==> config.mk <==
export PLATFORM = sky130hd
export DESIGN_NAME = mmu_io_master
export DESIGN_NICKNAME = d
export VERILOG_FILES = /design/src/rtl/mmu_io_master.sv
export SDC_FILE = /design/constraint.sdc
export NUM_CORES = 1
export LEC_CHECK = 0
export CORE_ASPECT_RATIO = 0.9
export CORE_MARGIN = 1
export CORE_UTILIZATION = 44
export CTS_CLUSTER_DIAMETER = 120
export DETAILED_ROUTE_END_ITERATION = 16
export MAX_ROUTING_LAYER = met4
export PLACE_DENSITY = 0.76
export SETUP_SLACK_MARGIN = 0.05
export SKIP_CTS_REPAIR_TIMING = 1
export SLEW_MARGIN = 20
export SYNTH_ARGS = -nofsm -noshare
export SYNTH_HDL_FRONTEND = slang
export SYNTH_SLANG_ARGS = --single-unit
export TNS_END_PERCENT = 30
==> constraint.sdc <==
create_clock -name clk -period 2.7 [get_ports clk]
set_input_delay 0.405 -clock clk [delete_from_list [all_inputs] [get_ports clk]]
set_output_delay 0.405 -clock clk [all_outputs]
set_load 0.02 [all_outputs]
==> src/rtl/mmu_io_master.sv <==
// mmu_io_master: Z80-style I/O bus initiator for single transactions and MMU page-map programming.
// Optional readback verification of page-map writes: define MMU_IO_MASTER_VERIFY_EN.
module mmu_io_master #(
  parameter int unsigned WAIT_STATES = 1
) (
  input  logic        clk,
  input  logic        reset,
  input  logic        cmd_valid,
  output logic        cmd_ready,
  input  logic        cmd_write,
  input  logic [7:0]  cmd_addr,
  input  logic [7:0]  cmd_wdata,
  output logic        rsp_valid,
  output logic [7:0]  rsp_rdata,
  input  logic        map_start,
  input  logic [31:0] map_table,
  input  logic [5:0]  map_clkdiv,
  output logic        map_busy,
  output logic        map_done,
  output logic        map_err,
  output logic        iorq_n,
  output logic        rd_n,
  output logic        wr_n,
  output logic        mreq_n,
  output logic [7:0]  a07,
  output logic [7:0]  dout,
  output logic        doe,
  input  logic [7:0]  din
);
  typedef enum logic [2:0] {S_IDLE, S_T1, S_T2, S_TW, S_T3} state_t;
`ifdef MMU_IO_MASTER_VERIFY_EN
  localparam logic [4:0] LAST = 5'd18;
  localparam logic [4:0] MAP_LAST = 5'd16;
`else
  localparam logic [4:0] LAST = 5'd10;
  localparam logic [4:0] MAP_LAST = 5'd8;
`endif
  localparam logic [2:0] WS_M1 = 3'(WAIT_STATES - 1);
  state_t state, state_nxt;
  logic [4:0]  step, sel;
  logic [31:0] tbl_q;
  logic [5:0]  div_q;
  logic [2:0]  wcnt, n;
  logic [7:0]  rd_q, sq_addr, sq_data, ld_addr, ld_data;
  logic        cur_write, in_map, chk, sq_write, ld_write;
  logic        map_go, cmd_go, seq_next, ld, strobe, last_strobe;
  // sel is the sequence step whose bus cycle would be loaded next
  always_comb begin
    sel = (state == S_IDLE) ? 5'd0 : step + 5'd1;
`ifdef MMU_IO_MASTER_VERIFY_EN
    {n, chk} = 4'(sel - 5'd1);
`else
    n = 3'(sel - 5'd1);
    chk = 1'b0;
`endif
    in_map = (sel != 5'd0) && (sel <= MAP_LAST);
    sq_write = (sel != 5'd0) && !(in_map && chk);
    sq_addr = (sel == 5'd0) ? 8'hD1 : in_map ? {5'b11011, n} : (sel == LAST - 5'd1) ? 8'hD0 : 8'hD1;
    sq_data = in_map ? {4'h0, tbl_q[{n, 2'b00} +: 4]} : (sel == LAST - 5'd1) ? {2'b00, div_q} : 8'h00;
    map_go = (state == S_IDLE) && map_start && !map_busy;
    cmd_go = (state == S_IDLE) && cmd_valid && !map_go;
    seq_next = (state == S_T3) && map_busy && (step != LAST);
    ld = map_go || cmd_go || seq_next;
    ld_write = cmd_go ? cmd_write : sq_write;
    ld_addr = cmd_go ? cmd_addr : sq_addr;
    ld_data = !ld_write ? 8'h00 : cmd_go ? cmd_wdata : sq_data;
    strobe = (state == S_T2) || (state == S_TW);
    last_strobe = ((state == S_T2) && (WAIT_STATES == 0)) || ((state == S_TW) && (wcnt == WS_M1));
  end
  always_comb begin
    state_nxt = state;
    case (state)
      S_IDLE:     state_nxt = (map_go || cmd_go) ? S_T1 : S_IDLE;
      S_T1:       state_nxt = S_T2;
      S_T2, S_TW: state_nxt = last_strobe ? S_T3 : S_TW;
      S_T3:       state_nxt = seq_next ? S_T1 : S_IDLE;
      default:    state_nxt = S_IDLE;
    endcase
  end
  assign cmd_ready = (state == S_IDLE);
  assign iorq_n = !strobe;
  assign rd_n = !(strobe && !cur_write);
  assign wr_n = !(strobe && cur_write);
  assign mreq_n = 1'b1;
  always_ff @(posedge clk) begin
    if (reset) begin
      state <= S_IDLE;
      step <= 5'd0;
      tbl_q <= 32'h0;
      div_q <= 6'h0;
      wcnt <= 3'd0;
      cur_write <= 1'b0;
      rd_q <= 8'h00;
      a07 <= 8'h00;
      dout <= 8'h00;
      doe <= 1'b0;
      rsp_valid <= 1'b0;
      rsp_rdata <= 8'h00;
      map_busy <= 1'b0;
      map_done <= 1'b0;
    end else begin
      state <= state_nxt;
      rsp_valid <= 1'b0;
      map_done <= 1'b0;
      if (state == S_T2) wcnt <= 3'd0;
      else if (state == S_TW) wcnt <= wcnt + 3'd1;
      if (last_strobe) rd_q <= din;
      if (map_go) begin
        tbl_q <= map_table;
        div_q <= map_clkdiv;
        map_busy <= 1'b1;
        step <= 5'd0;
      end
      if (seq_next) step <= step + 5'd1;
      if (ld) begin
        cur_write <= ld_write;
        a07 <= ld_addr;
        dout <= ld_data;
        doe <= ld_write;
      end else if (state == S_T3) begin
        doe <= 1'b0;
        map_busy <= 1'b0;
        map_done <= map_busy;
        rsp_valid <= !map_busy;
        if (!map_busy) rsp_rdata <= cur_write ? 8'h00 : rd_q;
      end
    end
  end
`ifdef MMU_IO_MASTER_VERIFY_EN
  logic       cur_chk;
  logic [3:0] cur_exp;
  always_ff @(posedge clk) begin
    if (reset) begin
      cur_chk <= 1'b0;
      cur_exp <= 4'h0;
      map_err <= 1'b0;
    end else begin
      if (ld) begin
        cur_chk <= !cmd_go && in_map && chk;
        cur_exp <= sq_data[3:0];
      end
      if (map_go) map_err <= 1'b0;
      else if (last_strobe && map_busy && cur_chk && (din[3:0] != cur_exp)) map_err <= 1'b1;
    end
  end
`else
  assign map_err = 1'b0;
`endif
endmodule

==> impl_metrics.ini <==
[power_and_ir_drop]
switching_share_pct = 32.7
vdd.ir_drop.worst_v = 0.000320
pwr-share-clk_pct = 27.9
p_per_area_nw_per_um2 = 649
p_int_mw = 2.32
power.leakage_nw = 1.90
pwr-share-comb_pct = 29.8
p_sw_mw = 1.13
p_seq_share_pct = 42.3
total_power_mw = 3.44

[cts]
clockBufferDepth = 2
h-tree-depth = 3
ctsRootBufferMaster = clkbuf_8
cts_tree = yes
path_clk_slew_ps = 100
cts.sinks = 86
numCtsBuffers = 9
clk_latency_ps = 360

[drt]
vias = 3580
drcViolationCount = 0
wl_um = 10000
drtIter0Drc = 234
routed_via_density = 5.29
antenna_left = 0
firstDrtPassIters = 5
wl_per_cell_um = 14.8

[setup_path]
worstPathArrival_ps = 2720
rr_startpoint = state[0]
cp-start-kind = register
reg2reg_depth = 10
crit_type = reg -> reg
crit_path_end = dout[3]
ff2ff_setup_slack_ps = 190
r2r_end = dout[3]
critPathMaxFanout = 17
crit_required_ps = 2920
crit_start = state[0]
crit_path_end_kind = register

[synth]
syn_nets = 535
synthAdderAreaFrac_pct = 2.21
ys_seq_area_share_pct = 43.4
avgSynthCellArea_sq_um = 8.61
netlist_instances = 461
synthSimpleGateAreaFrac_pct = 23.4
yosys-top-cells-area = dfxtp_1, nand2_1, a21oi_1
synth_xor_xnor_area_share_pct = 1.77
synth.distinct_cells = 59
synth_ff_type = dfxtp_1
synth_seq_cells = 86
synth_compound_area_share_pct = 16.8
yosys_warnings = 0
synth_area_sq_um = 3970
synth_top_family_by_area = simple AND/OR/NAND/NOR gates
synthMuxAreaShare_pct = 7.31
yosysTopAreaCell = dfxtp_1
yosys.area.top_type_share_pct = 43.4
synth_async_sr_flop_share_pct = 0
synth_edf_count = 0

[timing]
setup_violations = 0
fin_ws_ps = 194
hold_viol = 0
max_slew_margin_pct = 57.4
fin_setup_tns_ps = 0
timing.final.crit_period_ps = 2510
max_freq_mhz = 399
finalCritPeriodShare_pct = 92.8
worstMarginPinSlew_ps = 639
rsz0062_at_grt = false
clock-skew-final_ps = 13.8
slew_viol_final = 0
whs_ps = 456

[run_status]
outcome = complete, no violations

[floorplan]
num_rows = 32
die-area_sq_um = 9400
initial_core_util_pct = 45.9
ios = 101
die_w_um = 102
core_area_sq_um = 8650
die_y_um = 92.1

[place]
dp_slack_ps = 153
io_buffers = 98
gp_congestion = 0.826
dp_hpwl_um = 7420
place_area_sq_um = 5050

[grt]
grtUsageTotal_pct = 22.9
antenna_found_initial = 0
grt_max_degree = 39
overflow = 0
grt_pass1_wl_um = 16100
grt_pass1_vias = 3352

[finish]
diodes = 0
ff_latch_area_sq_um = 1720
stdcell_area_sq_um = 5300
syn_to_final_growth_pct = 33.5
nFillCells = 783
drive_above_1_share_pct = 10.8
multiInputGateArea_sq_um = 2090
nets = 627

[worst_hold_path]
worstHoldPathType = reg -> reg

[run]
cap_violations = 0
## critical path, stage by stage (launching register included)
cell,delay [ps]
dfxtp_1,360
or3_4,430
clkinv_4,100
nor2_4,30
buf_4,170
ha_1,340
buf_12,180
mux2i_1,320
mux2i_1,110
o2111ai_1,210
a221oi_1,100
## kinds of logic after synthesis
family                     after synthesis
AOI/OAI and AO/OA                      100
other                                    2
DFF                                     86
buffers and inverters                   39
muxes                                   29
and+or+nand+nor                        193
adders and majority gates                7
xor gates and xnor gates                 5
## state kept, by name, indices dropped and copies added, names as in the netlist, 3 cells and up
name and flops:
a07 8, rsp_rdata 8, rd_q 8, dout 8, wcnt 3, state 3, div_q 6, step 5
tbl_q 32
## placed cells by master (no fill, tap or decap), types with 3 or more instances in the layout
master / count
a21oi_1: 56
a21oi_2: 3
a221oi_1: 4
a222oi_1: 4
a22oi_1: 5
buf_4: 13
clkbuf_8: 10
clkdlybuf4s50_1: 97
dfxtp_1: 86
ha_1: 6
inv_1: 7
mux2i_1: 29
nand2_1: 101
nand2b_1: 4
nand3_1: 17
nand3b_1: 11
nor2_1: 24
nor2b_1: 6
nor3_1: 5
o2111ai_1: 4
o21ai_0: 8
o221a_2: 3
## stage by stage
stage	utilization (%)	instances
after floorplan	-	461
after global placement	58.4	658
after detailed placement	58.4	658
after CTS	60.9	674
after global routing	61.3	677
final	61.3	677
## per-layer routing
| layer | global-route usage (%) | vias up | wire, um |
|---|---|---|---|
| met2 | 35.7 | 91 | 4750 |
| li1 | - | 1786 | - |
| met4 | 6.67 | 0 | 163 |
| met1 | 29.8 | 1687 | 4640 |
| met5 | - | - | 0 |
| met3 | 5.03 | 16 | 481 |
## cell usage after synthesis, types with 2 or more instances
cell type,n
nand2_1,101
dfxtp_1,86
a21oi_1,58
mux2i_1,29
nor2_1,26
nand3_1,17
clkbuf_1,16
nand3b_1,11
buf_2,8
o21ai_0,8
ha_1,7
inv_1,7
nor2b_1,6
a221oi_1,5
a22oi_1,5
buf_4,5
nor3_1,5
a222oi_1,4
nand2b_1,4
o2111ai_1,4
o221a_2,3
a31oi_1,2
and2_1,2
buf_6,2
conb_1,2
nor3_2,2
nor4_1,2
o31ai_4,2
xnor2_1,2
## how the worst min path moves through the flow
stage / from / end / slack, ps / depth (start not counted)
after floorplan: tbl_q[0] / tbl_q[0] / 440 / 2
after global placement: rsp_rdata[1] / rsp_rdata[1] / 440 / 2
after detailed placement: tbl_q[29] / tbl_q[29] / 450 / 2
after CTS: tbl_q[29] / tbl_q[29] / 460 / 2
after global routing: tbl_q[14] / tbl_q[14] / 480 / 2
final: rsp_rdata[3] / rsp_rdata[3] / 460 / 2
## power groups by stage
stage               combinational (mW)  clock (mW)  sequential, mW
CTS                               1.01       0.980            1.46
global route                      1.11        1.04            1.47
finish                            1.02       0.961            1.46
global placement                 0.988           0            1.48
detailed placement                1.00           0            1.48
floorplan                        0.629           0            1.50
## final cells by class
cell class	count	share of cell area, %
multi-input combinational	336	39.4
sequential	86	32.5
timing repair buffer	112	20.6
tap	119	2.81
clock buffer	10	2.60
clock inverter	6	1.42
inverter	8	0.661
(Power assumes the default switching activity.)
